==> src/rtl/uart_tx_mmio.sv <==
// Memory-mapped UART transmitter on the PicoRV32 native bus: byte FIFO, baud divider, 8N1 serializer.
// Define UART_TX_PARITY_EN to insert an even-parity bit between the data bits and the stop bit.
module uart_tx_mmio #(
  parameter logic [7:0]  ADDR_HI     = 8'h02,
  parameter int unsigned FIFO_DEPTH  = 16,
  parameter logic [15:0] DEFAULT_DIV = 16'd868
) (
  input  logic        clk,
  input  logic        resetn,
  input  logic        mem_valid,
  input  logic [31:0] mem_addr,
  input  logic [31:0] mem_wdata,
  input  logic [3:0]  mem_wstrb,
  output logic        mem_ready,
  output logic [31:0] mem_rdata,
  output logic        uart_txd,
  output logic        tx_busy
);

  localparam int unsigned AW = (FIFO_DEPTH > 1) ? $clog2(FIFO_DEPTH) : 1;
  localparam int unsigned CW = $clog2(FIFO_DEPTH + 1);

  typedef enum logic [2:0] {
    StIdle,
    StStart,
    StData,
`ifdef UART_TX_PARITY_EN
    StParity,
`endif
    StStop
  } state_e;

  logic          mem_ready_q;
  logic [31:0]   mem_rdata_q;
  logic [15:0]   clkdiv_q;
  logic [7:0]    fifo_q [FIFO_DEPTH];
  logic [AW-1:0] wptr_q, rptr_q;
  logic [CW-1:0] count_q;
  state_e        state_q;
  logic [15:0]   cnt_q, div_q;
  logic [2:0]    bit_idx_q;
  logic [7:0]    shift_q;
  logic          txd_q, busy_q;
`ifdef UART_TX_PARITY_EN
  logic          parity_q;
`endif

  logic        sel, is_wr, fifo_full, fifo_empty, accept, push, pop, bit_end;
  logic [1:0]  off;
  logic [31:0] rd_val;
  logic        unused_bits;

  assign unused_bits = ^{mem_addr[23:4], mem_addr[1:0], mem_wdata[31:16]};

  always_comb begin
    sel        = mem_valid && (mem_addr[31:24] == ADDR_HI) && !mem_ready_q;
    is_wr      = |mem_wstrb;
    off        = mem_addr[3:2];
    fifo_full  = (count_q == CW'(FIFO_DEPTH));
    fifo_empty = (count_q == '0);
    // A DATA write into a full FIFO is held off until the serializer frees a slot.
    accept     = sel && !(is_wr && (off == 2'd0) && fifo_full);
    push       = accept && is_wr && (off == 2'd0);
    bit_end    = (cnt_q == 16'd0);
    pop        = !fifo_empty && ((state_q == StIdle) || ((state_q == StStop) && bit_end));
    rd_val     = '0;
    case (off)
      2'd1:    rd_val = {16'b0, 8'(count_q), 5'b0, busy_q, fifo_empty, fifo_full};
      2'd2:    rd_val = {16'b0, clkdiv_q};
      default: rd_val = '0;
    endcase
  end

  always_ff @(posedge clk or negedge resetn) begin
    if (!resetn) begin
      mem_ready_q <= 1'b0;
      mem_rdata_q <= '0;
      clkdiv_q    <= DEFAULT_DIV;
    end else begin
      mem_ready_q <= accept;
      mem_rdata_q <= (accept && !is_wr) ? rd_val : '0;
      if (accept && is_wr && (off == 2'd2)) begin
        clkdiv_q <= (mem_wdata[15:0] < 16'd2) ? 16'd2 : mem_wdata[15:0];
      end
    end
  end

  always_ff @(posedge clk) begin
    if (push) fifo_q[wptr_q] <= mem_wdata[7:0];
  end

  always_ff @(posedge clk or negedge resetn) begin
    if (!resetn) begin
      wptr_q  <= '0;
      rptr_q  <= '0;
      count_q <= '0;
    end else begin
      if (push) wptr_q <= wptr_q + AW'(1);
      if (pop)  rptr_q <= rptr_q + AW'(1);
      case ({push, pop})
        2'b10:   count_q <= count_q + CW'(1);
        2'b01:   count_q <= count_q - CW'(1);
        default: count_q <= count_q;
      endcase
    end
  end

  // txd_q is registered from the current state, so the line lags the FSM by one cycle.
  always_ff @(posedge clk or negedge resetn) begin
    if (!resetn) begin
      state_q   <= StIdle;
      cnt_q     <= '0;
      div_q     <= DEFAULT_DIV;
      bit_idx_q <= '0;
      shift_q   <= '0;
      txd_q     <= 1'b1;
      busy_q    <= 1'b0;
`ifdef UART_TX_PARITY_EN
      parity_q  <= 1'b0;
`endif
    end else begin
      busy_q <= !fifo_empty || (state_q != StIdle);
      case (state_q)
        StIdle: begin
          txd_q <= 1'b1;
          if (pop) begin
            shift_q <= fifo_q[rptr_q];
            div_q   <= clkdiv_q;
            cnt_q   <= clkdiv_q - 16'd1;
            state_q <= StStart;
`ifdef UART_TX_PARITY_EN
            parity_q <= ^fifo_q[rptr_q];
`endif
          end
        end
        StStart: begin
          txd_q <= 1'b0;
          if (bit_end) begin
            cnt_q     <= div_q - 16'd1;
            bit_idx_q <= '0;
            state_q   <= StData;
          end else begin
            cnt_q <= cnt_q - 16'd1;
          end
        end
        StData: begin
          txd_q <= shift_q[0];
          if (bit_end) begin
            cnt_q   <= div_q - 16'd1;
            shift_q <= shift_q >> 1;
            if (bit_idx_q == 3'd7) begin
`ifdef UART_TX_PARITY_EN
              state_q <= StParity;
`else
              state_q <= StStop;
`endif
            end else begin
              bit_idx_q <= bit_idx_q + 3'd1;
            end
          end else begin
            cnt_q <= cnt_q - 16'd1;
          end
        end
`ifdef UART_TX_PARITY_EN
        StParity: begin
          txd_q <= parity_q;
          if (bit_end) begin
            cnt_q   <= div_q - 16'd1;
            state_q <= StStop;
          end else begin
            cnt_q <= cnt_q - 16'd1;
          end
        end
`endif
        StStop: begin
          txd_q <= 1'b1;
          if (bit_end) begin
            // Back-to-back frames: reload straight into START with no idle gap.
            if (pop) begin
              shift_q <= fifo_q[rptr_q];
              div_q   <= clkdiv_q;
              cnt_q   <= clkdiv_q - 16'd1;
              state_q <= StStart;
`ifdef UART_TX_PARITY_EN
              parity_q <= ^fifo_q[rptr_q];
`endif
            end else begin
              state_q <= StIdle;
            end
          end else begin
            cnt_q <= cnt_q - 16'd1;
          end
        end
        default: state_q <= StIdle;
      endcase
    end
  end

  assign mem_ready = mem_ready_q;
  assign mem_rdata = mem_rdata_q;
  assign uart_txd  = txd_q;
  assign tx_busy   = busy_q;

endmodule
==> config.mk <==
export PLATFORM = sky130hd
export DESIGN_NAME = uart_tx_mmio
export DESIGN_NICKNAME = d
export VERILOG_FILES = /design/src/rtl/uart_tx_mmio.sv
export SDC_FILE = /design/constraint.sdc
export NUM_CORES = 1
export LEC_CHECK = 0
export CAP_MARGIN = 20
export CORE_UTILIZATION = 40
export CTS_CLUSTER_DIAMETER = 100
export DETAILED_ROUTE_END_ITERATION = 6
export GPL_TIMING_DRIVEN = 0
export PLACE_DENSITY = 0.6
export SYNTH_ARGS = -nofsm -noshare
export SYNTH_HDL_FRONTEND = slang
export SYNTH_SLANG_ARGS = --single-unit
==> constraint.sdc <==
create_clock -name clk -period 4.5 [get_ports clk]
set_clock_uncertainty 0.15 [all_clocks]
set_input_delay 0.675 -clock clk [delete_from_list [all_inputs] [get_ports clk]]
set_output_delay 0.675 -clock clk [all_outputs]
set_load 0.02 [all_outputs]
==> metrics.txt <==
Rows=58; WL/cell=20.25 um; Residual DRC=0; XOR/XNOR Fraction of Synth Area=0.04114; final core utilization=0.4877; io pins=106; WHS=339.3 ps; GR Overflow Total=0; CP top delay family=simple AND/OR/NAND/NOR gates; CTS Hold Bufs=1; Switching Share=0.3582; Reg clk slew, reported paths=60 ps; antenna-violating nets left=0; Synth area leader=edfxtp_1; number of synthesized flops with an enable pin=128; first-pass GRT wire length=38690 um; worst skew pair latency=540 ps; Yosys warning count=0; Flop pwr share=0.333; NumNets Final=978; most frequent cell after synthesis=edfxtp_1; GPL Wtd Cong=0.8659; DIE WIDTH=163.5 um; Die Height=163.5 um; ant diodes=0; Clock Tree Buf Depth=3; main combinational cell family by area after synthesis=multiplexers; WS Path Type=primary input to register; Worst path max stage delay=590 ps; largest net degree at the start of global routing=69; Synth cell types=66; average size of a mapped cell=13.31 um^2; final count of hold timing violations=0; placed standard-cell area=11490 um^2; top cells by count, synth=edfxtp_1 (128), dfrtp_1 (82), nor2_1 (59); Post-synth ARST share=0.4208; WP buf/inv=5; routed vias/inst=5.463; dominant synthesized flop cell=edfxtp_1; Synth-to-Final Area Change=18.73%; Simple-Gate Fraction of Synth Area=0.09870; die area=26730 um^2; Root Buffer=clkbuf_16; maximum VDD drop=523.1 uV; Initial Util=0.4107; hold depth=2; Max Clk Rate=253.3 MHz; slowest CP cell=or4_1; clock period minus worst slack=3948 ps; Core ar.=25400 um^2; post-synthesis mux area share=0.1141; CTS sink cnt=221; part of the cycle the worst path needs=0.8773; worst reg2reg path depth=16; CTS resizes=0; Final Cell Area=12390 um^2; RSZ-0062 raised after global routing=false; Filler cells=2258; mapped cell area=10430 um^2; PnR Total Power=7620 uW; post-synthesis sequential area ratio=0.5928; PwrDens=615.1 nW/um^2; Post-Synth Adder-Cell Area=0.02758; Post-Synthesis Cells=784; crit-path cells=clkdlybuf4s50_1 > or4_1 > and2_1 > a31oi_1 > and2_1 > buf_2 > inv_2 > ha_1 > clkbuf_1 > xor2_1 > ha_1 > inv_1 > o21ai_0 > a21oi_1 > nor2_1 > nor2_1 > xnor2_1; max-slew violations=0; P_leak=0.004797 uW; Comb pwr share=0.384; number of global-route vias before repair=6622; clock power share=0.284; max_slew headroom=0.2941; P_sw=2730 uW; Max-cap violations=0; status=complete, no violations; setup bufs post-CTS=0; total track usage=0.1910; Crit Path Max Fanout=9; Crit. path cell count=17; Final setup viols=0; Min-Delay Path Class=register to register; share of layout cells above drive strength 1=0.1874; total wire length=24950 um; crit path DAT=4260 ps; H-Tree Level Count=1; cell count after placement=1185; Post-DP HPWL=17280 um; Synth area leaders=edfxtp_1 (37%), dfrtp_1 (20%), mux2_2 (4.9%), mux4_2 (4.5%), dfstp_2 (2.8%); Inserted Clock Buffers=25; via count=6730; Synth Area in Compound Gates=0.08815; Critical Path End Type=register; internal cell power=4890 uW; post-synth top area share=0.3684; IO buf count=51; Worst EP required=4820 ps; Pre-antenna DRT Iters=7; initial antenna violation count=0; critical path startpoint category=primary input; Post-Layout Cell Count=1232; drt initial violations=452; number of synthesized register bits=221; CTS tree=yes; actual slew at the worst max-slew pin=1044 ps
==> metrics by stage <==
stage | TNS [ps] | setup WS, ps
floorplan | 0 | 958.6
global placement | -99210 | -1139
detailed placement | 0 | 41.59
CTS | 0 | 323.1
global route | 0 | 259.4
finish | 0 | 552.1
==> state kept, by name, summed over array words and instances, names as in the netlist, 5 cells and up <==
| name | cells |
|---|---|
| clkdiv_q | 16 |
| cnt_q | 16 |
| count_q | 5 |
| div_q | 16 |
| fifo_q | 128 |
| mem_rdata | 16 |
| shift_q | 8 |
==> per-layer routing <==
layer / vias up / global-route usage / routed length (um)
met5: - / 0 / 0
li1: 3131 / - / -
met3: 41 / 0.02362 / 1074
met2: 181 / 0.3086 / 12010
met4: 0 / 0.06524 / 599
met1: 3377 / 0.2659 / 11270
==> power groups by stage <==
| stage | clock, uW | combinational, uW | sequential (uW) |
|---|---|---|---|
| final | 2160 | 2920 | 2530 |
| after CTS | 2190 | 2910 | 2530 |
| after global routing | 2270 | 3210 | 2560 |
| after floorplan | 0 | 2150 | 2520 |
| after detailed placement | 0 | 2890 | 2570 |
| after global placement | 0 | 2880 | 2570 |
==> kinds of logic after synthesis <==
group | count (synthesis)
compound gates | 127
xor+xnor | 49
fa+ha+maj | 23
buf+inv | 78
flops | 221
mux | 87
other cells | 1
simple gates | 198
==> final cells by class <==
cell class	instances	area [um^2]	share of cell area
sequential	221	6185	0.4993
clock buffer	30	654.4	0.05283
inverter	23	86.33	0.006970
clock inverter	15	225.2	0.01818
timing repair buffer	58	580.6	0.04687
tap	330	412.9	0.03333
buffer	55	301.5	0.02434
multi-input combinational	500	3941	0.3182
==> cell usage in the layout, fill, tap and decap left out, drive strengths merged, types with 6 or more instances in the layout <==
cell and n:
a21oi 26, a221o 8, a221oi 7, a222oi 6
a22o 6, a22oi 11, and2 16, buf 42
clkbuf 50, clkdlybuf4s50 50, clkinv 6, conb 16
dfrtp 82, dfstp 11, edfxtp 128, ha 23
inv 25, mux2 45, mux2i 21, mux4 21
nand2 35, nand3 9, nor2 59, nor2b 6
nor3 17, nor4 15, o21ai 22, or3 6
or4 7, xnor2 25, xor2 24
==> worst register-to-register path: cells and delay by family, from the launching register on <==
kind	cells	cell delay, ps
AO/OA/AOI/OAI	2	490
XOR/XNOR	2	320
adder cells (fa/ha/maj)	3	550
buffers and inverters	6	1370
flip-flops	1	350
AND/OR/NAND/NOR	3	330
==> final timing paths <==
check	slack, ps	startpoint	to
max	550	mem_wstrb[1]	count_q[4]
min	340	uart_txd	uart_txd
max reg2reg	860	cnt_q[0]	count_q[4]
min reg2reg	340	uart_txd	uart_txd
max in group asynchronous	3020	resetn	div_q[5]
min in group asynchronous	470	resetn	cnt_q[0]
Note: power is estimated with default switching activity, not from simulation.
